### src/rtl/hdc_msg_sequencer.sv
// hdc_msg_sequencer: streams one latched message to the encoder, triggers the classifier and returns its label
module hdc_msg_sequencer #(
  parameter int MSG_LEN = 160,
  parameter int CHAR_W  = 8,
  parameter int LEN_W   = 8,
  parameter int TIMEOUT = 1024
) (
  input  logic                      clk,
  input  logic                      reset,
  input  logic                      start,
  input  logic [MSG_LEN*CHAR_W-1:0] msg,
  input  logic [LEN_W-1:0]          length,
  output logic                      busy,
  output logic                      done,
  output logic [1:0]                result,
  output logic                      len_clamped,
  output logic                      enc_valid,
  input  logic                      enc_ready,
  output logic [CHAR_W-1:0]         enc_char,
  output logic [LEN_W-1:0]          enc_pos,
  output logic                      enc_first,
  output logic                      enc_last,
  output logic                      cls_start,
  input  logic                      cls_done,
  input  logic [1:0]                cls_label
`ifdef HDC_SEQ_TIMEOUT_EN
  , output logic                    cls_timeout
`endif
);
  localparam int MSG_W = MSG_LEN*CHAR_W;
  localparam logic [LEN_W-1:0] L_MAX = LEN_W'(MSG_LEN);
  typedef enum logic [2:0] {S_IDLE, S_FEED, S_CLS_REQ, S_CLS_WAIT, S_DONE} state_t;
  state_t             r_state;
  logic [MSG_W-1:0]   r_msg;
  logic [LEN_W-1:0]   r_last_pos;
  logic [LEN_W-1:0]   w_eff_len;
  logic [LEN_W-1:0]   w_pos_nx;
`ifdef HDC_SEQ_TIMEOUT_EN
  localparam int CNT_W = $clog2(TIMEOUT+1);
  logic [CNT_W-1:0]   r_cnt;
`endif
  assign w_eff_len = (length > L_MAX) ? L_MAX : length;
  assign w_pos_nx  = enc_pos + LEN_W'(1);
  always_ff @(posedge clk) begin
    if (reset) begin
      r_state     <= S_IDLE;
      r_msg       <= '0;
      r_last_pos  <= '0;
      busy        <= 1'b0;
      done        <= 1'b0;
      result      <= 2'b11;
      len_clamped <= 1'b0;
      enc_valid   <= 1'b0;
      enc_char    <= '0;
      enc_pos     <= '0;
      enc_first   <= 1'b0;
      enc_last    <= 1'b0;
      cls_start   <= 1'b0;
`ifdef HDC_SEQ_TIMEOUT_EN
      r_cnt       <= '0;
      cls_timeout <= 1'b0;
`endif
    end else begin
      case (r_state)
        S_IDLE: if (start) begin
          len_clamped <= length > L_MAX;
          r_msg       <= msg << CHAR_W;
          r_last_pos  <= w_eff_len - LEN_W'(1);
`ifdef HDC_SEQ_TIMEOUT_EN
          cls_timeout <= 1'b0;
`endif
          if (w_eff_len == '0) begin
            r_state <= S_DONE;
            done    <= 1'b1;
            result  <= 2'b11;
          end else begin
            r_state   <= S_FEED;
            busy      <= 1'b1;
            enc_valid <= 1'b1;
            enc_char  <= msg[MSG_W-1 -: CHAR_W];
            enc_pos   <= '0;
            enc_first <= 1'b1;
            enc_last  <= w_eff_len == LEN_W'(1);
          end
        end
        S_FEED: if (enc_ready) begin
          if (enc_last) begin
            r_state   <= S_CLS_REQ;
            enc_valid <= 1'b0;
            enc_first <= 1'b0;
            enc_last  <= 1'b0;
            cls_start <= 1'b1;
          end else begin
            r_msg     <= r_msg << CHAR_W;
            enc_char  <= r_msg[MSG_W-1 -: CHAR_W];
            enc_pos   <= w_pos_nx;
            enc_first <= 1'b0;
            enc_last  <= w_pos_nx == r_last_pos;
          end
        end
        S_CLS_REQ: begin
          cls_start <= 1'b0;
          r_state   <= S_CLS_WAIT;
`ifdef HDC_SEQ_TIMEOUT_EN
          r_cnt     <= '0;
`endif
        end
        S_CLS_WAIT: if (cls_done) begin
          result  <= cls_label;
          done    <= 1'b1;
          busy    <= 1'b0;
          r_state <= S_DONE;
        end
`ifdef HDC_SEQ_TIMEOUT_EN
        else if (r_cnt == CNT_W'(TIMEOUT-1)) begin
          result      <= 2'b11;
          cls_timeout <= 1'b1;
          done        <= 1'b1;
          busy        <= 1'b0;
          r_state     <= S_DONE;
        end else r_cnt <= r_cnt + CNT_W'(1);
`endif
        S_DONE: begin
          done    <= 1'b0;
          r_state <= S_IDLE;
        end
        default: r_state <= S_IDLE;
      endcase
    end
  end
endmodule

### config.mk
export PLATFORM = sky130hd
export DESIGN_NAME = hdc_msg_sequencer
export DESIGN_NICKNAME = d
export VERILOG_FILES = /design/src/rtl/hdc_msg_sequencer.sv
export SDC_FILE = /design/constraint.sdc
export NUM_CORES = 2
export LEC_CHECK = 0
export CAP_MARGIN = 25
export CORE_AREA = 5 5 513 515
export CTS_CLUSTER_SIZE = 8
export DETAILED_ROUTE_END_ITERATION = 6
export DIE_AREA = 0 0 518 520
export GPL_TIMING_DRIVEN = 1
export PLACE_DENSITY = 0.51
export SLEW_MARGIN = 40
export SYNTH_ARGS = -nofsm -noshare
export SYNTH_HDL_FRONTEND = slang
export SYNTH_SLANG_ARGS = --single-unit
### constraint.sdc
create_clock -name clk -period 5.9 [get_ports clk]
set_clock_uncertainty 0.1 [all_clocks]
set_input_delay 1.77 -clock clk [delete_from_list [all_inputs] [get_ports clk]]
set_output_delay 1.77 -clock clk [all_outputs]
set_load 0.03 [all_outputs]
* After elaboration in Yosys (flattened, before gate mapping)
Index checks and enable logic that the tools add are counted.
Word-level totals: word-level logic and storage cells 91, flip-flop bits (word level) 1316, input port bits 1295, output and inout bits 25
Cells by class: reduce and logical (&&, ||, !) cells 16, order comparisons 1, equal/unequal tests 13, muxes and demuxes 46, add/subtract/negate cells 2
Operator list (count):
- $mux W1280 | 3
- $pmux W1280 S2 | 1
- $mux W8 | 9
- $pmux W8 S2 | 2
- $reduce_and A4 Y1 | 6
- $mux W1 | 15
- $mux W3 | 5
- $ne A2 B2 Y1 const B | 7
- $pmux W3 S4 | 1
- $pmux W1 S2 | 5
- $reduce_and A5 Y1 | 2
- $add A8 B1 Y8 const B | 1
- $eq A8 B1 Y1 const B | 1
- $eq A8 B8 Y1 | 1
- $gt A8 B8 Y1 const B | 1
- $logic_not A8 Y1 | 1
- $sub A8 B1 Y8 const B | 1
- $eq A3 B2 Y1 const B | 2
- $mux W2 | 3
- $reduce_bool A2 Y1 | 3
- $pmux W2 S2 | 1
- $eq A3 B1 Y1 const B | 1
- $eq A3 B3 Y1 const B | 1
- $logic_not A3 Y1 | 1
- other kinds (4) | 4

* Depth between registers and ports, before layout
word-level depth 6, gate-level depth with buffers 9, mapped depth without buffers 8

* Least setup slack after synthesis
No wires, ideal clock.
path kind in2reg, start point input port length[6], end point register enc_pos[5], setup slack 2200 ps, stages 9, library setup time 70 ps, data required time 5730 ps, arrival time 3530 ps, path buffers 1, cells stage by stage o21ai_0 > and2_1 > inv_1 > ha_1 > nand4_1 > nand2_1 > buf_2 > or4_1 > a21oi_1
Between the ends: cells in the longest elaborated chain, start to end 5
RTL lines:
- start: declaration | RTL line 12 | input logic [LEN_W-1:0] length,
- $gt A8 B8 Y1 | RTL line 42 | assign w_eff_len = (length > L_MAX) ? L_MAX : length;
- $mux W8 (*) | RTL line 42
- $logic_not A8 Y1 (*) | RTL line 72 | if (w_eff_len == '0) begin
- $ne A2 B2 Y1 (no source line) (*)
- $reduce_and A5 Y1 (no source line) (*)
- end signal: assignment | RTL line 96 | enc_pos <= w_pos_nx;
- end: declaration | RTL line 20 | output logic [LEN_W-1:0] enc_pos,
Mark *: on every way between the ends. The rest lies on a longest branch, timed or not. A chain may end at the register's enable or synchronous reset.

* Final worst setup path
start point register enc_pos[4], end point output port enc_pos[4]
No word-level cell between the ends.

==> results by stage <==
Run status:
- The run finished with clean final reports.

Routing:
- The post-detailed-route DRC marker count is 0.
- The met2 routed wirelength is 115,000 um.
- The via density per instance is 4.83.
- The count of nets left with antenna violations after detail routing is 0.
- The final wirelength is 246,000 um.
- The routed length on met1 is just over 100,000 um.
- The length of the first detailed-routing pass in iterations is 6.
- The routed length on met3 is 18,800 um.
- The detailed router placed 56,500 vias in this run.
- After detailed routing, the average wire length per cell comes to 21.0 um.
- The first-iteration detailed-routing DRC count is 4,589.
- After detailed routing, no signal wire sits above met5.

Synthesis:
- The count of yosys warnings during synthesis is 0.
- The mean post-synth cell area is 7.66 um^2.
- Sorting the synthesized cells by how often they occur yields sky130_fd_sc_hd__nand2_1 (2,561), sky130_fd_sc_hd__dfxtp_1 (1,308), sky130_fd_sc_hd__nor2_1 (1,304).
- Of all flip-flops after synthesis, the portion carrying an async set or reset was 0.
- The biggest area contributor in the post-synthesis netlist is sky130_fd_sc_hd__dfxtp_1.
- The synthesized design contains 0 enable-type register cells.
- For this run, the register share of the synthesized area comes to 0.468.
- The net count after synthesis is 8,602.
- The most used flip-flop cell after synthesis is sky130_fd_sc_hd__dfxtp_1.
- The netlist area before placement is 56,000 um^2.
- In the post-synthesis netlist, the cell with the most instances is sky130_fd_sc_hd__nand2_1.
- The flip-flop and latch count after synthesis is about 1,300.
- The area share of the largest cell type after synthesis is 0.468.
- By area the synthesized netlist is led by sky130_fd_sc_hd__dfxtp_1 (47%), sky130_fd_sc_hd__a311oi_1 (20%), sky130_fd_sc_hd__nand2_1 (17%).
- Synthesis produced 7,303 cells.
- The distinct cell type count after synthesis is 50.

Clock network:
- The TritonCTS clock tree is built.
- The setup fix buffers added after clock tree synthesis is 0.
- The buffer levels on the longest clock path is 3.
- Clock tree synthesis inserted a total of 186 buffers.
- The clock sink count is about 1,300.
- Hold repair after CTS inserted 0 buffers.
- Clock-pin slew was measured on the worst setup and hold paths at 50 ps.
- In this run, post-CTS repair resized a total of 0 instances.
- The root cell of the clock tree is sky130_fd_sc_hd__clkbuf_16.
- At the later pin of the worst-skew pair, clock insertion delay measures 820 ps.
- The level count of the clock H-tree is 4.

Finish:
- The storage element area is ~26,000 um^2.
- In the final design database the tool counted about 9,500 nets.
- The finished cells cover 77,200 um^2.
- The synthesis-to-finish area growth is 37.9%.
- Of the cells placed in the final design, the portion with a size suffix greater than 1 is 0.0416.
- The final-layout fill cell count is roughly 28,000.
- The count of non-filler cells in the finished layout is between 10,000 and 15,000.
- The footprint of the multi-input gates is 26,600 um^2.

Global route:
- The initial antenna violation count was roughly 100.
- The total overflow reported by the global router is 0.
- The largest net degree at the start of global routing is 196.
- The first global-routing pass estimated 358,000 um of wire.
- For this run, the total global-route usage over all layers was measured as 0.173.
- The via count of the first global-routing pass was 54,900.

Setup path:
- The stage delay of the slowest cell on the critical path is ~940 ps.
- The critical path launch point type is a flop.
- The worst setup path is of the reg2out kind.
- The slowest stage cell on the critical path is sky130_fd_sc_hd__clkdlybuf4s50_1.
- The kind of cell with the highest combined delay along the critical path is buffers and inverters.
- Walking the worst path, the cells encountered are clkdlybuf4s50_1.
- The buffer and inverter count on the worst path is 1.
- The start of the worst register-to-register path is r_state[0]$_SDFFE_PP0P_.
- The launching element of the worst setup path is enc_pos[4]$_SDFFE_PP0P_.
- The worst setup path is captured at an output pin.
- At the worst endpoint, the required time is 4030 ps.
- Of all nets on the critical path, the largest fanout is 9.
- Data on the critical path arrives at its endpoint at 2250 ps.

Floorplanning:
- In this run the horizontal extent of the chip is 518 um.
- The initial core utilization is 0.217.
- The number of core rows is between 150 and 200.
- The die footprint is 269,000 um^2.
- In this run the vertical extent of the chip is 520 um.
- The boundary pin count is between 1,000 and 1,500.
- The area of the core is approximately 260,000 um^2.

Pwr:
- The standby leakage power is about 28 nW.
- The part of the total power dissipated in combinational logic is 0.181.
- The internal power consumption is 0.0175 W.
- In this run the power density over the cells is between 300 and 400 nW/um^2.
- The share of total power dissipated in sequential elements is 0.422.
- Of the total power, the share spent switching nets is 0.296.
- The design draws 0.0248 W.
- The worst supply voltage drop on vdd is between 0.0002 and 0.0003 V.
- The total net switching power is around 0.0073 W.
- The share of total power dissipated in the clock network is 0.397.

Worst hold path:
- The launch point of the worst hold path is r_msg[1030]$_SDFFE_PP0P_.
- The path category of the worst min-delay check is reg2reg.

Place:
- Port buffering added between 1,000 and 1,500 buffers.
- The half-perimeter wire length of the detailed placement result is between 150,000 and 200,000 um.
- The placed standard-cell area is 71,900 um^2.
- The number of placed instances, taps included, is 11,400.
- The placer congestion estimate is 0.857.

STA:
- Setup violations remaining at the end of the flow were counted as 0.
- At the pin with the least slew margin, the transition time is around 870 ps.
- The setup total negative slack is 0 ps.
- Setup repair after global routing left no endpoint under its margin.
- Static timing analysis puts the maximum clock frequency at 243 MHz.
- The hold slack is roughly 320 ps.
- Of the available clock period, the critical path in the final layout requires 0.699.
- The final count of hold timing violations is 0.
- The routed design could run at a clock period as short as 4120 ps.
- The relative max-transition margin is 0.418.
- The final max-slew violation count came to 0.

Job:
- The max-cap check violation count is 0.
[path summary, 6_finish.rpt]
kind / depth (start not counted) / to / slack (ps)
max: 1 / enc_pos[4] / 1780
min reg2reg: 2 / r_msg[1038]$_SDFFE_PP0P_ / 320
max reg2reg: 7 / r_msg[1052]$_SDFFE_PP0P_ / 2630
min: 2 / r_msg[1038]$_SDFFE_PP0P_ / 320
[registers in the layout, indices dropped and copies added, names as in the netlist, 2 cells and up]
signal and cells:
r_last_pos 8, enc_char 8, r_msg 1272, r_state 3, enc_pos 8, result 2
[stage by stage]
stage / setup WS [ps] / utilization
floorplan: 2200 / -
global placement: 1120 / 0.278
detailed placement: 1200 / 0.278
CTS: 1680 / 0.298
global route: 1700 / 0.299
finish: 1780 / 0.299
[layout by cell type, fill, tap and decap left out, types with 5 or more instances in the layout]
cell and count:
sky130_fd_sc_hd__a311oi_1 1273, sky130_fd_sc_hd__a211oi_1 6, sky130_fd_sc_hd__dfxtp_1 1308, sky130_fd_sc_hd__nand2_1 2561, sky130_fd_sc_hd__nor3_1 10, sky130_fd_sc_hd__nand3_1 6, sky130_fd_sc_hd__a22oi_1 9, sky130_fd_sc_hd__xor2_1 5
sky130_fd_sc_hd__clkinv_16 11, sky130_fd_sc_hd__buf_16 5, sky130_fd_sc_hd__xnor2_1 8, sky130_fd_sc_hd__and2_1 5, sky130_fd_sc_hd__buf_12 48, sky130_fd_sc_hd__clkbuf_16 186, sky130_fd_sc_hd__clkinv_2 5, sky130_fd_sc_hd__o21ai_0 12
sky130_fd_sc_hd__buf_4 67, sky130_fd_sc_hd__diode_2 56, sky130_fd_sc_hd__a21oi_1 16, sky130_fd_sc_hd__clkbuf_1 5, sky130_fd_sc_hd__nor2_1 1304, sky130_fd_sc_hd__clkdlybuf4s50_1 1318
[power groups by stage]
| stage | Combinational [W] | Clock, W | Sequential (W) |
|---|---|---|---|
| global route | 0.00499 | 0.0105 | 0.0106 |
| floorplan | 0.00271 | 0 | 0.0104 |
| detailed placement | 0.00451 | 0 | 0.0106 |
| finish | 0.00449 | 0.00985 | 0.0105 |
| global placement | 0.00442 | 0 | 0.0106 |
| CTS | 0.00453 | 0.0102 | 0.0104 |
[layer usage]
metal	GRT usage	vias up
li1	-	27200
met1	0.213	26900
met2	0.281	1852
met3	0.0496	425
met4	0.0750	90
met5	0	-
[cell type report]
cell class / instances / share of cell area
clock buffer: 195 / 0.0612
sequential: 1308 / 0.339
clock inverter: 23 / 0.00556
antenna: 56 / 0.00181
tap: 3402 / 0.0551
timing repair buffer: 1443 / 0.192
inverter: 4 / 0.000194
multi-input combinational: 5270 / 0.345
[logic make-up (layout without fill, tap and decap cells)]
logic type                 after synthesis  count (layout)  share of synthesized area
adders and majority gates                4               4                   0.000894
muxes                                    3               3                   0.000537
xor gates and xnor gates                13              13                    0.00203
buffers and inverters                  725            1665                     0.0572
and+or+nand+nor                       3916            3916                      0.265
AOI/OAI and AO/OA                     1334            1334                      0.206
other                                    0              56                          0
DFF                                   1308            1308                      0.468
(Power assumes the default switching activity.)
